### config.mk
export PLATFORM = sky130hd
export DESIGN_NAME = d_reg_pipe
export DESIGN_NICKNAME = d
export VERILOG_FILES = /design/src/rtl/d_reg_pipe.sv
export SDC_FILE = /design/constraint.sdc
export NUM_CORES = 1
export LEC_CHECK = 0
export CAP_MARGIN = 10
export CORE_ASPECT_RATIO = 1.75
export CORE_MARGIN = 10
export CORE_UTILIZATION = 45
export CTS_CLUSTER_DIAMETER = 100
export DETAILED_ROUTE_END_ITERATION = 8
export PLACE_DENSITY = 0.72
export SLEW_MARGIN = 20
export SYNTH_ARGS = -nofsm -noshare
export SYNTH_HDL_FRONTEND = slang
export SYNTH_SLANG_ARGS = --single-unit
### constraint.sdc
create_clock -name clk -period 3.24 [get_ports clk]
set_input_delay 0.81 -clock clk [delete_from_list [all_inputs] [get_ports clk]]
set_output_delay 0.81 -clock clk [all_outputs]
set_load 0.005 [all_outputs]
### src/rtl/d_reg_pipe.sv
// d_reg_pipe: fixed-latency D-register delay line.
// WIDTH-bit words ride through DEPTH enabled stages, each stage tagged with a
// valid bit. enable stalls the whole chain, flush empties it, and occupancy is
// a registered count of the stages currently holding valid data.
//
// Handshake: d_valid qualifies d at every edge where enable=1 and neither
// reset nor flush is high. There is no ready; the source must hold its word
// while enable=0, because nothing is captured on a stalled edge. q_valid marks
// q as meaningful. q changes only at an enabled, reset or flush edge.
module d_reg_pipe #(
   parameter int WIDTH = 8,
   parameter int DEPTH = 4
) (
   input  logic                       clk,
   input  logic                       reset,
   input  logic                       enable,
   input  logic                       flush,
   input  logic                       d_valid,
   input  logic [WIDTH-1:0]           d,
   output logic                       q_valid,
   output logic [WIDTH-1:0]           q,
   output logic [WIDTH-1:0]           q_not,
   output logic [$clog2(DEPTH+1)-1:0] occupancy
);

   localparam int OCC_W = $clog2(DEPTH+1);

   logic [WIDTH-1:0] data_r [DEPTH];
   logic [DEPTH-1:0] valid_r;
   logic [OCC_W-1:0] occ_r;
   logic [OCC_W-1:0] occ_next;

   // Next occupancy: one word may enter and one may leave per enabled edge.
   // Modulo arithmetic is safe because the result always equals the number of
   // set valid bits, which lies in 0..DEPTH.
   always_comb begin
      occ_next = occ_r + OCC_W'(d_valid) - OCC_W'(valid_r[DEPTH-1]);
   end

   // Stage registers: reset beats flush beats enable; otherwise hold.
   // Bubbles load zero data so an empty stage always reads as 0.
   always_ff @(posedge clk) begin
      if (reset || flush) begin
         for (int i = 0; i < DEPTH; i++) begin
            data_r[i] <= '0;
         end
         valid_r <= '0;
         occ_r   <= '0;
      end else if (enable) begin
         data_r[0]  <= d_valid ? d : '0;
         valid_r[0] <= d_valid;
         for (int i = 1; i < DEPTH; i++) begin
            data_r[i]  <= data_r[i-1];
            valid_r[i] <= valid_r[i-1];
         end
         occ_r <= occ_next;
      end
   end

   // Outputs come straight from the last stage, so q and q_not always agree.
   assign q_valid   = valid_r[DEPTH-1];
   assign q         = data_r[DEPTH-1];
   assign q_not     = ~data_r[DEPTH-1];
   assign occupancy = occ_r;

endmodule
==> run_results.csv, run 1 <==
group,metric,value,unit
synthesis,synth_top_flop_cell,"edfxtp_1",
synthesis,yosysMostFrequentCell,"edfxtp_1",
synthesis,synth_top_area_share,59.9,%
cells_and_area,diodes,0,
route,wirelength,2320,um
cells_and_area,drive_gt1_share,18.1,%
worst_setup_path,critical_path.endpoint_type,"flop",
cts,cts_buffers,5,
worst_setup_path,critPathMaxStageDelay,0.81,ns
cts,cts-hold-fix-buffers,0,
run_status,status,"complete, no violations",
pwr,ir_drop,0.000401,V
placement,portBuffers,32,
worst_setup_path,timing.rr.start,"occupancy[0]",
route,wl_per_cell,12.0,um
route,dr.pass1.iters,2,
pwr,report.power.total,1.10,mW
pwr,p_leak,0.847,nW
synthesis,syn_area_per_cell,14.3,um^2
sta,worstMarginPinSlew,0.679,ns
pwr,powerDensity,528,nW/um^2
synthesis,synth-seq-area-share,68.6,%
worst_hold_path,hp-class,"reg -> reg",
cts,cts_setup_buffers,0,
route,drt-met1-wl,857,um
synthesis,synthArstFlopShare,0,%
cells_and_area,syn2layout_area_growth,29.8,%
cts,clkTransAtPathRegs,0.07,ns
sta,hold_viol_final,0,
worst_setup_path,worstPathRequired,3.17,ns
worst_setup_path,crit_start,"enable",
cts,insertion_delay,0.29,ns
die,start_util,47.2,%
run,maxCapViolations,0,
route,via_count,881,
die,core,3400,um^2
die,fp.dieW,65.2,um
sta,drv_slew,0,
worst_setup_path,crit_arrival,2.21,ns
sta,setup_ws,0.968,ns
cts,htree_levels,2,
cells_and_area,nets,164,
die,io_pins,33,
synthesis,synth_edf_count,32,
worst_hold_path,hold_start,"valid_r[0]",
global_route,grt_pass1_wl,3880,um
sta,fin_crit,2.27,ns
cts,clk_path_buf_depth,2,
worst_setup_path,r2r_slack,1.33,ns
synthesis,syn_inst,112,
sta,fmax,440,MHz
global_route,grt_max_degree,33,
die,die_h,99.0,um
synthesis,synth_top_area_cell,"edfxtp_1",
global_route,grt_pass1_vias,900,
synthesis,synth_warnings,0,
worst_setup_path,crit_path_top_delay_cell,"or3_2",
cells_and_area,final_core_util,61.3,%
die,rows,28,
global_route,antenna_found_initial,0,
synthesis,synth_cell_types,20,
synthesis,ys_seq_elements,39,
worst_setup_path,start_kind,"input pin",
worst_setup_path,reg2reg_to,"occupancy[2]",
route,top_layer,"met4",
worst_setup_path,critical-path-top-delay-family,"simple AND/OR/NAND/NOR gates",
worst_setup_path,crit_type,"in -> reg",
die,die-area,6450,um^2
worst_hold_path,whs_path_depth,2,
route,via_per_inst,4.54,
route,drc,0,
synthesis,syn_nets,128,
worst_setup_path,cp_max_fo,32,
sta,rsz0062_at_grt,"no",
synthesis,synthTopCellsByCount,"32 x edfxtp_1, 17 x and2_1, 15 x and2_2, 13 x inv_1, 7 x dfxtp_1",
sta,setup_viol,0,
sta,slew_headroom,54.7,%
cts,clock-sinks,39,
worst_setup_path,reg2reg_depth,9,
worst_hold_path,hold_end,"valid_r[0]",
cts,cts_tree,"done",
route,ant_nets,0,
sta,skew,0.00619,ns
worst_setup_path,path_buf_inv,2,
placement,place_ws,0.660,ns
placement,place_congestion,0.651,
placement,post-dp-hpwl,1670,um
sta,hold-worst-slack,0.463,ns
synthesis,syn_area,1610,um^2
global_route,grt-ovfl-total,0,
route,dr_wl_met3,226,um
route,drt_first_iter_violations,21,
cts,ctsResizeCount,0,
cts,cts_root_buf,"clkbuf_8",
route,wl_met2,1180,um
sta,setup_tns,0,ns
synthesis,yosys-top-cells-area,"edfxtp_1 60%, dfxtp_1 8.7%, and2_2 7.0%",
sta,finalCritPeriodShare,70.1,%
global_route,track_usage,7.64,%
worst_setup_path,path_cells,"clkdlybuf4s50_1 > buf_4 > or3_2",
==> cells in the final DEF (no fill, tap or decap), drive strengths merged, types with 2 or more instances in the layout <==
cell type,count
nand2,2
edfxtp,32
mux2i,4
dfxtp,7
inv,13
ha,2
nor2,8
a211oi,2
clkbuf,6
bufinv,2
and2,32
clkdlybuf4s50,32
==> flip-flops by register name, indices dropped and copies added (netlist names) <==
| signal | count |
|---|---|
| data_r | 32 |
| valid_r | 4 |
| occupancy | 3 |
==> layout make-up <==
cell class | count | area (um^2)
fillers | 281 | 1320
repair buffers | 33 | 328
inverters | 13 | 48.8
clock buffers | 6 | 72.6
multi-input cells | 56 | 417
well taps | 45 | 56.3
flip-flops and latches | 39 | 1100
clock inverters | 2 | 60.1
==> stage by stage <==
stage | instances | area, um^2
after floorplan | 112 | 1610
after global placement | 186 | 1950
after detailed placement | 186 | 1950
after CTS | 194 | 2080
after global routing | 194 | 2080
final | 194 | 2080
==> logic make-up after synthesis <==
group           count (synthesis)  synth area share, %
mux                             4                 2.49
compound gates                  4                 1.79
flops                          39                 68.6
xor+xnor                        1                0.546
buf+inv                        17                 5.46
simple gates                   44                 18.3
fa+ha+maj                       3                 2.81
==> worst max-delay path by stage <==
stage                         to  cells after the start
detailed placement  data_r[0][3]                      3
global placement    data_r[3][1]                      3
global route        data_r[1][5]                      3
floorplan           data_r[0][0]                      2
CTS                 data_r[1][5]                      3
finish              data_r[1][1]                      3
==> tightest hold or removal path, stage by stage, from the launching register on <==
cell,delay (ns)
dfxtp_1,0.31
nand2_1,0.05
a21oi_1,0.05
==> where the power goes <==
part | leakage [nW] | switching [mW] | internal (mW)
logic | 0.353 | 0.0269 | 0.0380
clock network | 0.0654 | 0.161 | 0.308
registers | 0.429 | 0.00608 | 0.560
total | 0.847 | 0.194 | 0.906
==> layer usage <==
metal | global-route usage [%] | vias to the layer above
li1 | - | 438
met1 | 7.15 | 405
met2 | 12.6 | 31
met3 | 4.31 | 7
met4 | 4.47 | 0
met5 | 0 | -
No activity file was read; power rests on OpenSTA's default activity.
==> run 2, diff against run 1 <==
- PLACE_DENSITY: 0.72 -> 0.74
- clock period: 3.24 -> 1.9 ns (I/O delays scaled with it)
==> run 2 against run 1 <==
Combinational power rose by 88%. Non-clock buffer count increased by 2. Global-route usage increased by 0.68 points. Sequential share of layout area decreased by 0.44 points. Register-to-register slack got worse by 1.2 ns. Final area grew 0.96%. Power is 45% higher. Core utilization rose by 0.59 points. Worst hold slack got worse by 0.0077 ns. Sequential power grew 71%. Wire length grew 6.4%. Critical path type is now reg -> reg. Largest power group unchanged.
==> run_results.csv, run 2 (synthesized netlist as in run 1, its figures left out) <==
group,metric,value,unit
cts,clk_path_buf_depth,2,
cts,insertion_delay,0.28,ns
die,rows,28,
worst_setup_path,cp_max_fo,3,
route,dr_wl_met3,242,um
worst_setup_path,start_kind,"flop",
pwr,p_comb_share,7.6,%
run_status,status,"complete, no violations",
route,drt_first_iter_violations,15,
sta,finalCritPeriodShare,95.6,%
pwr,p_leak,0.846,nW
route,via_per_inst,4.63,
route,wl_met2,1310,um
global_route,grt_pass1_vias,992,
worst_setup_path,timing.rr.start,"occupancy[0]",
worst_setup_path,reg2reg_depth,9,
cts,cts_root_buf,"clkbuf_8",
worst_setup_path,crit_type,"reg -> reg",
cts,cts-hold-fix-buffers,0,
sta,fin_crit,1.82,ns
worst_setup_path,reg2reg_to,"occupancy[2]",
route,dr.pass1.iters,4,
placement,post-dp-hpwl,1810,um
global_route,grt_max_degree,33,
sta,hold_viol_final,0,
sta,skew,0.00391,ns
worst_hold_path,hp-class,"reg -> reg",
die,fp.dieW,65.2,um
placement,place_congestion,0.716,
run,maxCapViolations,0,
sta,slew_headroom,68.7,%
pwr,intPower,1.28,mW
pwr,powerDensity,759,nW/um^2
sta,drv_slew,0,
pwr,power.switching,0.314,mW
die,die_h,99.0,um
die,start_util,47.2,%
cells_and_area,nets,166,
die,io_pins,33,
cells_and_area,n_fill_cell,282,
worst_setup_path,r2r_slack,0.08,ns
placement,placed_cells,188,
worst_setup_path,worstPathRequired,2.07,ns
cts,cts_buffers,5,
pwr,clkPwrFrac,31.9,%
cells_and_area,final_core_util,61.9,%
sta,setup_viol,0,
route,ant_nets,0,
worst_setup_path,crit_arrival,1.99,ns
die,die-area,6450,um^2
pwr,swShare,19.7,%
cts,clock-sinks,39,
global_route,grt_pass1_wl,4230,um
cts,cts_tree,"done",
sta,fmax,550,MHz
cells_and_area,syn2layout_area_growth,31.0,%
worst_hold_path,hold_end,"valid_r[0]",
route,drt-met1-wl,899,um
global_route,grt-ovfl-total,0,
cells_and_area,layout.cells.non_filler,196,
pwr,seqPwrFrac,60.5,%
cts,clkTransAtPathRegs,0.07,ns
route,wl_per_cell,12.6,um
placement,portBuffers,32,
route,top_layer,"met4",
pwr,ir_drop,0.000689,V
worst_setup_path,critical_path.endpoint_type,"flop",
cells_and_area,largest_reg_flops,32,
worst_hold_path,hold_start,"valid_r[0]",
worst_hold_path,whs_path_depth,2,
route,drc,0,
cells_and_area,drive_gt1_share,24.5,%
route,wirelength,2470,um
die,core,3400,um^2
cells_and_area,diodes,0,
sta,worstMarginPinSlew,0.469,ns
cts,htree_levels,2,
global_route,track_usage,8.32,%
cells_and_area,final_cell_mix,"32 x edfxtp_1, 31 x clkdlybuf4s50_1, 17 x and2_1",
route,via_count,908,
cts,cts_setup_buffers,0,
cells_and_area,largest-register,"data_r",
sta,rsz0062_at_grt,"no",
cells_and_area,layout_commonest_cell,"edfxtp_1",
global_route,antenna_found_initial,0,
[run 2: changes by cell type in the layout (fill, tap and decap cells not counted), moves of 2 or more]
cell / delta
inv_2: +3
ha_4: +2
inv_1: -3
bufinv_16: -2
ha_1: -2
[run 2: cell type report]
| cell class | instances | area [um^2] | area share, % |
|---|---|---|---|
| multi-input cells | 56 | 457 | 21.7 |
| clock buffers | 7 | 76.3 | 3.63 |
| flip-flops and latches | 39 | 1100 | 52.4 |
| clock inverters | 1 | 5.00 | 0.238 |
| well taps | 45 | 56.3 | 2.68 |
| inverters | 13 | 48.8 | 2.32 |
| repair buffers | 35 | 358 | 17.0 |
[run 2: power groups by stage]
| stage | sequential, mW | combinational [mW] | clock [mW] |
|---|---|---|---|
| floorplan | 0.983 | 0.0494 | 0 |
| global placement | 0.982 | 0.114 | 0 |
| detailed placement | 0.984 | 0.119 | 0 |
| CTS | 0.966 | 0.120 | 0.531 |
| global route | 0.969 | 0.135 | 0.562 |
| finish | 0.966 | 0.122 | 0.509 |
[run 2: metal layers]
layer	vias to the layer above	GRT usage, %
met3	2	4.76
met2	35	14.9
met1	430	7.07
li1	441	-
met5	-	0
met4	0	3.97
[run 2: per-stage QoR]
step / total power [mW] / worst slack [ns] / hold WS (ns) / area, um^2 / TNS (ns)
global route: 1.67 / 0.0218 / 0.477 / 2100 / 0
global placement: 1.10 / -0.195 / 0.445 / 1980 / -0.195
CTS: 1.62 / 0.0451 / 0.457 / 2060 / 0
detailed placement: 1.10 / -0.299 / 0.447 / 1980 / -0.653
finish: 1.60 / 0.0828 / 0.455 / 2100 / 0
floorplan: 1.03 / 0.114 / 0.436 / 1610 / 0
[run 2: how the worst max path moves through the flow]
stage	slack, ns	start	endpoint	cells past startpoint
after global placement	-0.20	d_valid	occupancy[2]	7
after CTS	0.05	occupancy[0]	occupancy[2]	9
after global routing	0.02	occupancy[0]	occupancy[2]	9
after floorplan	0.11	occupancy[0]	occupancy[2]	9
final	0.08	occupancy[0]	occupancy[2]	9
after detailed placement	-0.30	d_valid	occupancy[2]	7
[run 2: critical path: stages (launching register included)]
cell      delay [ns]
dfxtp_2         0.34
inv_2           0.05
ha_4            0.23
inv_2           0.06
ha_4            0.12
inv_2           0.04
fa_2            0.37
xor2_2          0.19
a211oi_2        0.10
a31o_2          0.23
[run 2: what timing repair did]
item                                    4_1_cts  5_1_grt
resized for setup                             2        9
pin swaps                                     1        3
endpoints found under the setup margin        1        1
